<file path="src/rtl/coin_acceptor_pkg.sv">
// coin_acceptor_pkg: shared types and default thresholds for the coin-slot front-end.
package coin_acceptor_pkg;
    localparam int CNT_W     = 8;
    localparam int NOISE_MAX = 2;
    localparam int SMALL_MIN = 4;
    localparam int SMALL_MAX = 10;
    localparam int LARGE_MIN = 12;
    localparam int LARGE_MAX = 24;
    localparam int JAM_LIM   = 200;
    typedef enum logic [1:0] {COIN_NONE = 2'd0, COIN_ONE = 2'd1, COIN_TWO = 2'd2} coin_t;
    typedef enum logic [2:0] {ARM, IDLE, MEASURE, EMIT, REJECT, JAM} acc_state_t;
endpackage

</file>
<file path="src/rtl/coin_acceptor_if.sv">
// coin_acceptor_if: sensor/accept inputs and classification outputs of the coin acceptor.
interface coin_acceptor_if;
    import coin_acceptor_pkg::*;
    logic  coin_sense;
    logic  accept_en;
    coin_t coin;
    logic  reject;
    logic  jam;
    logic  busy;
    modport master (output coin_sense, accept_en, input coin, reject, jam, busy);
    modport slave  (input coin_sense, accept_en, output coin, reject, jam, busy);
endinterface

</file>
<file path="src/rtl/coin_acceptor_sense_sync.sv">
// sense_sync: two-flop synchronizer for asynchronous slot sensors, sync reset to 0.
module sense_sync (
    input  logic clk,
    input  logic rst,
    input  logic i_d,
    output logic o_q
);
    logic r_meta, r_q;
    always_ff @(posedge clk) begin
        if (rst) {r_q, r_meta} <= 2'b00;
        else     {r_q, r_meta} <= {r_meta, i_d};
    end
    assign o_q = r_q;
endmodule

</file>
<file path="src/rtl/coin_acceptor.sv">
// coin_acceptor: times sensor occlusion and classifies it as a small/large coin, reject or jam.
module coin_acceptor
    import coin_acceptor_pkg::*;
#(
    parameter int P_CNT_W     = CNT_W,
    parameter int P_NOISE_MAX = NOISE_MAX,
    parameter int P_SMALL_MIN = SMALL_MIN,
    parameter int P_SMALL_MAX = SMALL_MAX,
    parameter int P_LARGE_MIN = LARGE_MIN,
    parameter int P_LARGE_MAX = LARGE_MAX,
    parameter int P_JAM_LIM   = JAM_LIM
) (
    input logic             clk,
    input logic             rst,
    coin_acceptor_if.slave  io_bus
);
    localparam logic [P_CNT_W-1:0] L_ONE   = P_CNT_W'(1);
    localparam logic [P_CNT_W-1:0] L_ARMED = P_CNT_W'(2);
    localparam logic [P_CNT_W-1:0] L_NOISE = P_CNT_W'(P_NOISE_MAX);
    localparam logic [P_CNT_W-1:0] L_S_MIN = P_CNT_W'(P_SMALL_MIN);
    localparam logic [P_CNT_W-1:0] L_S_MAX = P_CNT_W'(P_SMALL_MAX);
    localparam logic [P_CNT_W-1:0] L_L_MIN = P_CNT_W'(P_LARGE_MIN);
    localparam logic [P_CNT_W-1:0] L_L_MAX = P_CNT_W'(P_LARGE_MAX);
    localparam logic [P_CNT_W-1:0] L_JAM   = P_CNT_W'(P_JAM_LIM);
    logic               w_sense;
    acc_state_t         r_state, w_state;
    logic [P_CNT_W-1:0] r_cnt, w_cnt;
    coin_t              r_coin, w_code;
    logic               r_reject, r_jam, r_busy;
    sense_sync u_sync (.clk(clk), .rst(rst), .i_d(io_bus.coin_sense), .o_q(w_sense));
    // ARM reuses cnt to let the synchronizer refill before trusting sense_s=0
    always_comb begin
        w_state = r_state;
        w_cnt   = r_cnt;
        w_code  = COIN_NONE;
        case (r_state)
            ARM: begin
                if (r_cnt < L_ARMED) w_cnt = r_cnt + L_ONE;
                else if (!w_sense) begin
                    w_state = IDLE;
                    w_cnt   = '0;
                end
            end
            IDLE: begin
                w_state = w_sense ? MEASURE : IDLE;
                w_cnt   = w_sense ? L_ONE : r_cnt;
            end
            MEASURE: begin
                if (w_sense) begin
                    w_cnt   = (&r_cnt) ? r_cnt : r_cnt + L_ONE;
                    w_state = (w_cnt >= L_JAM) ? JAM : MEASURE;
                end else if (r_cnt <= L_NOISE) begin
                    w_state = IDLE;
                end else begin
                    w_code  = !io_bus.accept_en ? COIN_NONE :
                              (r_cnt >= L_S_MIN && r_cnt <= L_S_MAX) ? COIN_ONE :
                              (r_cnt >= L_L_MIN && r_cnt <= L_L_MAX) ? COIN_TWO : COIN_NONE;
                    w_state = (w_code != COIN_NONE) ? EMIT : REJECT;
                end
            end
            EMIT, REJECT: begin
                w_state = w_sense ? MEASURE : IDLE;
                w_cnt   = w_sense ? L_ONE : r_cnt;
            end
            JAM:     w_state = w_sense ? JAM : REJECT;
            default: w_state = ARM;
        endcase
    end
    always_ff @(posedge clk) begin
        if (rst) begin
            r_state  <= ARM;
            r_cnt    <= '0;
            r_coin   <= COIN_NONE;
            r_reject <= 1'b0;
            r_jam    <= 1'b0;
            r_busy   <= 1'b1;
        end else begin
            r_state  <= w_state;
            r_cnt    <= w_cnt;
            r_coin   <= w_code;
            r_reject <= (w_state == REJECT);
            r_jam    <= (w_state == JAM);
            r_busy   <= (w_state != IDLE);
        end
    end
    assign io_bus.coin   = r_coin;
    assign io_bus.reject = r_reject;
    assign io_bus.jam    = r_jam;
    assign io_bus.busy   = r_busy;
endmodule

</file>
<file path="src/flat_wrapper.sv">
// flat-port wrapper written by rule: the top's interface ports become plain ports
module coin_acceptor_flat import coin_acceptor_pkg::*;
#(
    parameter int P_CNT_W     = CNT_W,
    parameter int P_NOISE_MAX = NOISE_MAX,
    parameter int P_SMALL_MIN = SMALL_MIN,
    parameter int P_SMALL_MAX = SMALL_MAX,
    parameter int P_LARGE_MIN = LARGE_MIN,
    parameter int P_LARGE_MAX = LARGE_MAX,
    parameter int P_JAM_LIM   = JAM_LIM
)
  (clk, rst, io_bus_coin_sense, io_bus_accept_en, io_bus_coin, io_bus_reject, io_bus_jam, io_bus_busy);
  coin_acceptor_if io_bus_i ();
  input logic clk;
  input logic rst;
  input wire logic [$bits(io_bus_i.coin_sense)-1:0] io_bus_coin_sense;
  input wire logic [$bits(io_bus_i.accept_en)-1:0] io_bus_accept_en;
  output wire logic [$bits(io_bus_i.coin)-1:0] io_bus_coin;
  output wire logic [$bits(io_bus_i.reject)-1:0] io_bus_reject;
  output wire logic [$bits(io_bus_i.jam)-1:0] io_bus_jam;
  output wire logic [$bits(io_bus_i.busy)-1:0] io_bus_busy;
  assign io_bus_i.coin_sense = io_bus_coin_sense;
  assign io_bus_i.accept_en = io_bus_accept_en;
  assign io_bus_coin = io_bus_i.coin;
  assign io_bus_reject = io_bus_i.reject;
  assign io_bus_jam = io_bus_i.jam;
  assign io_bus_busy = io_bus_i.busy;
  coin_acceptor #(.P_CNT_W(P_CNT_W), .P_NOISE_MAX(P_NOISE_MAX), .P_SMALL_MIN(P_SMALL_MIN), .P_SMALL_MAX(P_SMALL_MAX), .P_LARGE_MIN(P_LARGE_MIN), .P_LARGE_MAX(P_LARGE_MAX), .P_JAM_LIM(P_JAM_LIM)) u_core (.clk(clk), .rst(rst), .io_bus(io_bus_i));
endmodule
</file>
<file path="config.mk">
export PLATFORM = sky130hd
export DESIGN_NAME = coin_acceptor_flat
export DESIGN_NICKNAME = d
export VERILOG_FILES = /design/src/rtl/coin_acceptor_pkg.sv /design/src/rtl/coin_acceptor_if.sv /design/src/rtl/coin_acceptor_sense_sync.sv /design/src/rtl/coin_acceptor.sv /design/src/flat_wrapper.sv
export SDC_FILE = /design/constraint.sdc
export NUM_CORES = 1
export LEC_CHECK = 0
export CAP_MARGIN = 5
export CORE_MARGIN = 5
export CORE_UTILIZATION = 40
export CTS_BUF_LIST = sky130_fd_sc_hd__clkbuf_8
export DETAILED_ROUTE_END_ITERATION = 12
export HOLD_SLACK_MARGIN = 0.12
export SETUP_SLACK_MARGIN = 0.02
export SLEW_MARGIN = 20
export SYNTH_ARGS = -nofsm -noshare
export SYNTH_HDL_FRONTEND = slang
export SYNTH_SLANG_ARGS = --single-unit
</file>
<file path="constraint.sdc">
create_clock -name clk -period 2.1 [get_ports clk]
set_clock_uncertainty 0.15 [all_clocks]
set_input_delay 0.21 -clock clk [delete_from_list [all_inputs] [get_ports clk]]
set_output_delay 0.21 -clock clk [all_outputs]
set_load 0.1 [all_outputs]
</file>
==> results.sh, run 1 <==
export IMPL_status="completed"
export IMPL_insertion_delay_ps=260
export IMPL_reg2reg_from="u_core.r_cnt[1]$_SDFFE_PP0P_"
export IMPL_die_x_um=64.8
export IMPL_wl_mm=2.97
export IMPL_fin_nets=174
export IMPL_drv_cap=0
export IMPL_r2r_end="u_core.io_bus.reject$_SDFF_PP0_"
export IMPL_cts_tree="built"
export IMPL_swShare=0.370
export IMPL_path_max_fanout=8
export IMPL_clk_path_buf_depth=2
export IMPL_detail_route_first_pass_iterations=4
export IMPL_crit_arrival_ps=2030
export IMPL_wl_per_cell_um=15.0
export IMPL_power_frac_clock=0.234
export IMPL_fp_dieArea_um2=4200
export IMPL_yosysSeqAreaShare=0.300
export IMPL_setup_violations=0
export IMPL_fin_crit_sh=0.956
export IMPL_synth_async_reset_ratio=0
export IMPL_p_switching_uw=468
export IMPL_grt_pass1_vias=1081
export IMPL_hold_worst_slack_ps=296
export IMPL_numCtsBuffers=3
export IMPL_rsz0062_at_grt="yes"
export IMPL_irDropWorstVdd_uv=523
export IMPL_hold_class="reg2reg"
export IMPL_critPathKind="reg2reg"
export IMPL_drive_gt1_frac=0.222
export IMPL_antenna_left=0
export IMPL_postSynthAreaPerCell_um2=7.86
export IMPL_ys_seq_elements=18
export IMPL_crit_start="u_core.r_cnt[1]$_SDFFE_PP0P_"
export IMPL_port_buffer_count=8
export IMPL_die_h_um=64.8
export IMPL_syn_to_final_growth_pct=19.9
export IMPL_drt_iter0_drc=59
export IMPL_cp_end_kind="flop"
export IMPL_dp_hpwl_mm=2.23
export IMPL_synth_ff_type="dfxtp_1"
export IMPL_grt_usage=0.153
export IMPL_leakage_uw=0.000561
export IMPL_root_buffer="clkbuf_8"
export IMPL_cts_num_sinks=18
export IMPL_syn_area_um2=1200
export IMPL_std_cell_rows=19
export IMPL_cts_repair_resized=0
export IMPL_antenna_found_initial=0
export IMPL_h_tree_depth=1
export IMPL_start_kind="flop"
export IMPL_path_clk_slew_ps=80
export IMPL_ctsHoldBuffers=0
export IMPL_vias=1185
export IMPL_p_int_uw=796
export IMPL_p_per_area_nw_per_um2=877
export IMPL_seqPwrFrac=0.342
export IMPL_slew_headroom=0.739
export IMPL_yosys_warnings=0
export IMPL_grt_first_pass_wirelength_mm=5.16
export IMPL_boundaryPins=9
export IMPL_diodes=0
export IMPL_synth_edf_count=0
export IMPL_overflow=0
export IMPL_yosys_cell_types_count=51
export IMPL_synth_fp_nets=159
export IMPL_vias_per_cell=5.98
export IMPL_start_util=0.425
export IMPL_postCtsSetupBuffers=0
export IMPL_tightest_slew_ps=385
export IMPL_p_comb_frac=0.423
export IMPL_endpoint="u_core.io_bus.reject$_SDFF_PP0_"
export IMPL_finalSetupTns_ps=0
export IMPL_hold_violations=0
export IMPL_fp_coreArea_um2=2830
export IMPL_place_gp_congestion=0.806
export IMPL_grt_max_degree=20
export IMPL_rr_worst_depth=5
export IMPL_dp_cells=194
export IMPL_drc_errors=0
export IMPL_max_freq_ghz=0.498
export IMPL_period_minus_slack_ps=2010
export IMPL_synthesis_instances=153
export IMPL_drv_slew=0
export IMPL_power_uw=1260
export IMPL_cp_required_ps=2130
export IMPL_stdcell_count=198
export IMPL_reg2reg_slack_ps=90
==> metal layers <==
metal / GRT usage / routed length [µm] / part of all wire / vias up
li1: - / - / - / 590
met1: 0.214 / 1410 / 0.47 / 557
met2: 0.243 / 1410 / 0.47 / 33
met3: 0.0242 / 122 / 0.041 / 5
met4: 0.0449 / 27 / 0.0091 / 0
met5: 0 / 0 / 0 / -
==> power groups by stage <==
stage	registers [µW]	logic [µW]	clock network, µW
floorplan	463	346	0
global placement	433	527	0
detailed placement	435	523	0
CTS	428	527	301
global route	436	585	320
finish	433	535	296
==> layout by cell type, fill, tap and decap left out, drive strengths merged, types with 4 or more instances in the layout <==
| master | n |
|---|---|
| and3 | 6 |
| o22ai | 4 |
| and2 | 4 |
| or3 | 4 |
| clkbuf | 4 |
| a21oi | 13 |
| inv | 5 |
| nand2b | 6 |
| buf | 20 |
| nand3 | 6 |
| dfxtp | 18 |
| nor3 | 6 |
| o21ai | 7 |
| nor2 | 10 |
| nand2 | 9 |
==> flip-flops by register name, indices dropped and copies added, names as in the netlist <==
register and flops:
u_core.io_bus.busy 1, u_core.io_bus.coin 2, u_core.io_bus.jam 1, u_core.io_bus.reject 1, u_core.r_cnt 8, u_core.r_state 3, u_core.u_sync.o_q 1, u_core.u_sync.r_meta 1
==> worst min path at each step <==
| stage | slack [ps] | startpoint | cells after the start | to |
|---|---|---|---|---|
| 5_1_grt | 330 | u_core.u_sync.r_meta$_SDFF_PP0_ | 1 | u_core.u_sync.o_q$_SDFF_PP0_ |
| 6_report | 300 | u_core.u_sync.r_meta$_SDFF_PP0_ | 1 | u_core.u_sync.o_q$_SDFF_PP0_ |
| 4_1_cts | 300 | u_core.u_sync.r_meta$_SDFF_PP0_ | 1 | u_core.u_sync.o_q$_SDFF_PP0_ |
| 3_5_place_dp | 280 | u_core.u_sync.r_meta$_SDFF_PP0_ | 1 | u_core.u_sync.o_q$_SDFF_PP0_ |
| 2_1_floorplan | 190 | io_bus_coin_sense | 1 | u_core.u_sync.r_meta$_SDFF_PP0_ |
| 3_3_place_gp | 270 | u_core.u_sync.r_meta$_SDFF_PP0_ | 1 | u_core.u_sync.o_q$_SDFF_PP0_ |
==> critical path, cell delays in order (launching register included) <==
cell	delay [ps]
dfxtp_2	360
or4_4	560
o21ai_2	130
a21oi_1	110
or3_4	390
nor4b_2	240
==> final cells by class <==
class | count | area, µm²
clock buffers | 4 | 55.1
multi-input cells | 117 | 773
fillers | 270 | 1390
repair buffers | 23 | 193
inverters | 5 | 18.8
flip-flops and latches | 18 | 363
well taps | 31 | 38.8
==> Yosys cell counts (4+ instances only) <==
cell type	n	area, µm²
dfxtp_1	18	360
a21oi_1	13	65.1
nor2_1	10	37.5
nand2_1	9	33.8
clkbuf_1	8	30.0
and3_1	6	37.5
nand2b_1	6	37.5
nand3_1	6	30.0
o21ai_0	6	30.0
inv_1	5	18.8
nor3_1	5	25.0
and2_1	4	25.0
buf_2	4	20.0
o22ai_1	4	25.0
==> per-stage QoR <==
| stage | utilization | setup WS (ps) | area, µm² |
|---|---|---|---|
| floorplan | - | 193 | 1200 |
| detailed placement | 0.485 | 41.3 | 1370 |
| global route | 0.510 | 1.17 | 1440 |
| finish | 0.510 | 91.7 | 1440 |
| CTS | 0.505 | 28.6 | 1430 |
| global placement | 0.485 | 80.2 | 1370 |
==> kinds of logic after synthesis <==
logic type | count (synthesis) | share of synthesized area
AND/OR/NAND/NOR | 68 | 0.345
AO/OA/AOI/OAI | 44 | 0.244
buffers and inverters | 18 | 0.0666
flip-flops | 18 | 0.300
adder cells (fa/ha/maj) | 3 | 0.0291
XOR/XNOR | 1 | 0.00729
multiplexers | 1 | 0.00832
(Power assumes the default switching activity.)
==> inputs of run 2 (changes only) <==
--- a/config.mk
+++ b/config.mk
@@ -6,6 +6,7 @@
 export NUM_CORES = 1
 export LEC_CHECK = 0
 export CAP_MARGIN = 5
+export CORE_ASPECT_RATIO = 1.25
 export CORE_MARGIN = 5
 export CORE_UTILIZATION = 40
 export CTS_BUF_LIST = sky130_fd_sc_hd__clkbuf_8
==> results.sh, run 2 (synthesis gave the netlist of run 1 again) <==
export IMPL_reg2reg_from="u_core.r_cnt[1]$_SDFFE_PP0P_"
export IMPL_antenna_left=0
export IMPL_ctsHoldBuffers=0
export IMPL_tightest_slew_ps=497
export IMPL_final_cell_mix="buf_4, dfxtp_1, a21oi_1"
export IMPL_drt_iter0_drc=43
export IMPL_start_kind="flop"
export IMPL_wl_per_cell_um=15.5
export IMPL_syn_to_final_growth_pct=21.0
export IMPL_grt_pass1_vias=1145
export IMPL_status="completed"
export IMPL_min_from="u_core.u_sync.r_meta$_SDFF_PP0_"
export IMPL_diodes=0
export IMPL_die_h_um=71.3
export IMPL_fp_dieArea_um2=4210
export IMPL_detail_route_first_pass_iterations=4
export IMPL_layout_commonest_cell="buf_4"
export IMPL_grt_first_pass_wirelength_mm=5.29
export IMPL_cp_required_ps=2110
export IMPL_place_gp_congestion=0.832
export IMPL_cp_end_kind="flop"
export IMPL_port_buffer_count=8
export IMPL_overflow=0
export IMPL_critPathKind="reg2reg"
export IMPL_max_freq_ghz=0.482
export IMPL_fp_coreArea_um2=2920
export IMPL_antenna_found_initial=0
export IMPL_die_x_um=59.0
export IMPL_start_util=0.412
export IMPL_fin_crit_sh=0.987
export IMPL_drv_cap=0
export IMPL_drc_errors=0
export IMPL_largest_reg_flops=8
export IMPL_cts_num_sinks=18
export IMPL_crit_start="u_core.r_cnt[1]$_SDFFE_PP0P_"
export IMPL_boundaryPins=9
export IMPL_path_clk_slew_ps=70
export IMPL_vias=1192
export IMPL_insertion_delay_ps=250
export IMPL_rsz0062_at_grt="yes"
export IMPL_hold_violations=0
export IMPL_crit_arrival_ps=2080
export IMPL_power_uw=1220
export IMPL_largest_register="u_core.r_cnt"
export IMPL_path_max_fanout=8
export IMPL_numCtsBuffers=3
export IMPL_h_tree_depth=1
export IMPL_hold_class="reg2reg"
export IMPL_critical_path_max_stage_delay_ps=550
export IMPL_irDropWorstVdd_uv=464
export IMPL_final_core_util=0.499
export IMPL_wl_mm=3.16
export IMPL_drive_gt1_frac=0.240
export IMPL_fillers=310
export IMPL_slowest_stage="or4_4"
export IMPL_grt_usage=0.160
export IMPL_drv_slew=0
export IMPL_leakage_uw=0.000543
export IMPL_vias_per_cell=5.87
export IMPL_dp_hpwl_mm=2.39
export IMPL_p_per_area_nw_per_um2=840
export IMPL_std_cell_rows=22
export IMPL_slew_headroom=0.664
export IMPL_setup_violations=0
export IMPL_path_cells="or4_4 > o21ai_2 > a21oi_1 > or3_4 > nor4b_2"
export IMPL_grt_max_degree=20
export IMPL_clk_path_buf_depth=2
export IMPL_cts_tree="built"
export IMPL_root_buffer="clkbuf_8"
export IMPL_period_minus_slack_ps=2070
export IMPL_fin_nets=175
## run 2: cell types whose count changed in the layout (fill, tap and decap cells not counted), sizes merged
cell,change
clkbuf,-1
buf,+1
## run 2: cell type report
type | instances | area [µm²] | share of cell area
Inverter | 5 | 18.8 | 0.0129
Timing Repair Buffer | 24 | 200 | 0.138
Tap cell | 36 | 45.0 | 0.0310
Clock buffer | 3 | 41.3 | 0.0284
Multi-Input combinational cell | 117 | 785 | 0.539
Sequential cell | 18 | 365 | 0.251
## run 2: metrics by stage
step | setup slack [ps] | setup TNS, ps | std cells | hold WS (ps) | instance area (µm²)
global placement | 3.09 | 0 | 199 | 283 | 1380
floorplan | 193 | 0 | 153 | 188 | 1200
global route | -52.7 | -75.7 | 203 | 310 | 1460
detailed placement | -6.85 | -6.85 | 199 | 279 | 1380
finish | 26.6 | 0 | 203 | 290 | 1460
CTS | 32.3 | 0 | 202 | 296 | 1420
## run 2: worst paths after layout
kind	endpoint	slack, ps	cells after the start
setup reg to reg	u_core.io_bus.reject$_SDFF_PP0_	30	5
hold reg to reg	u_core.u_sync.o_q$_SDFF_PP0_	290	1
hold / removal	u_core.u_sync.o_q$_SDFF_PP0_	290	1
setup / recovery	u_core.io_bus.reject$_SDFF_PP0_	30	5
## run 2: timing repair
| item | CTS | global route |
|---|---|---|
| gates resized for setup | 2 | 8 |
| endpoints found under the setup margin | 2 | 9 |
| pin swaps | 0 | 2 |
| buffers inserted | 0 | 1 |
## run 2: report_power, final
part / leakage [µW] / switching, µW / internal [µW]
sequential: 0.000147 / 55.7 / 380
clock: 0.0000216 / 115 / 127
combinational: 0.000375 / 299 / 244
## run 2: routing by layer
metal	vias to the layer above	part of all wire	track usage
met1	555	0.41	0.199
met3	10	0.045	0.0252
met4	0	0.022	0.0680
li1	588	-	-
met5	-	0	0
met2	39	0.52	0.267
## run 2: critical path: cells and delay by family (launching register included)
kind             cells  cell delay, ps
AO/OA/AOI/OAI        2             240
flip-flops           1             370
AND/OR/NAND/NOR      3            1220
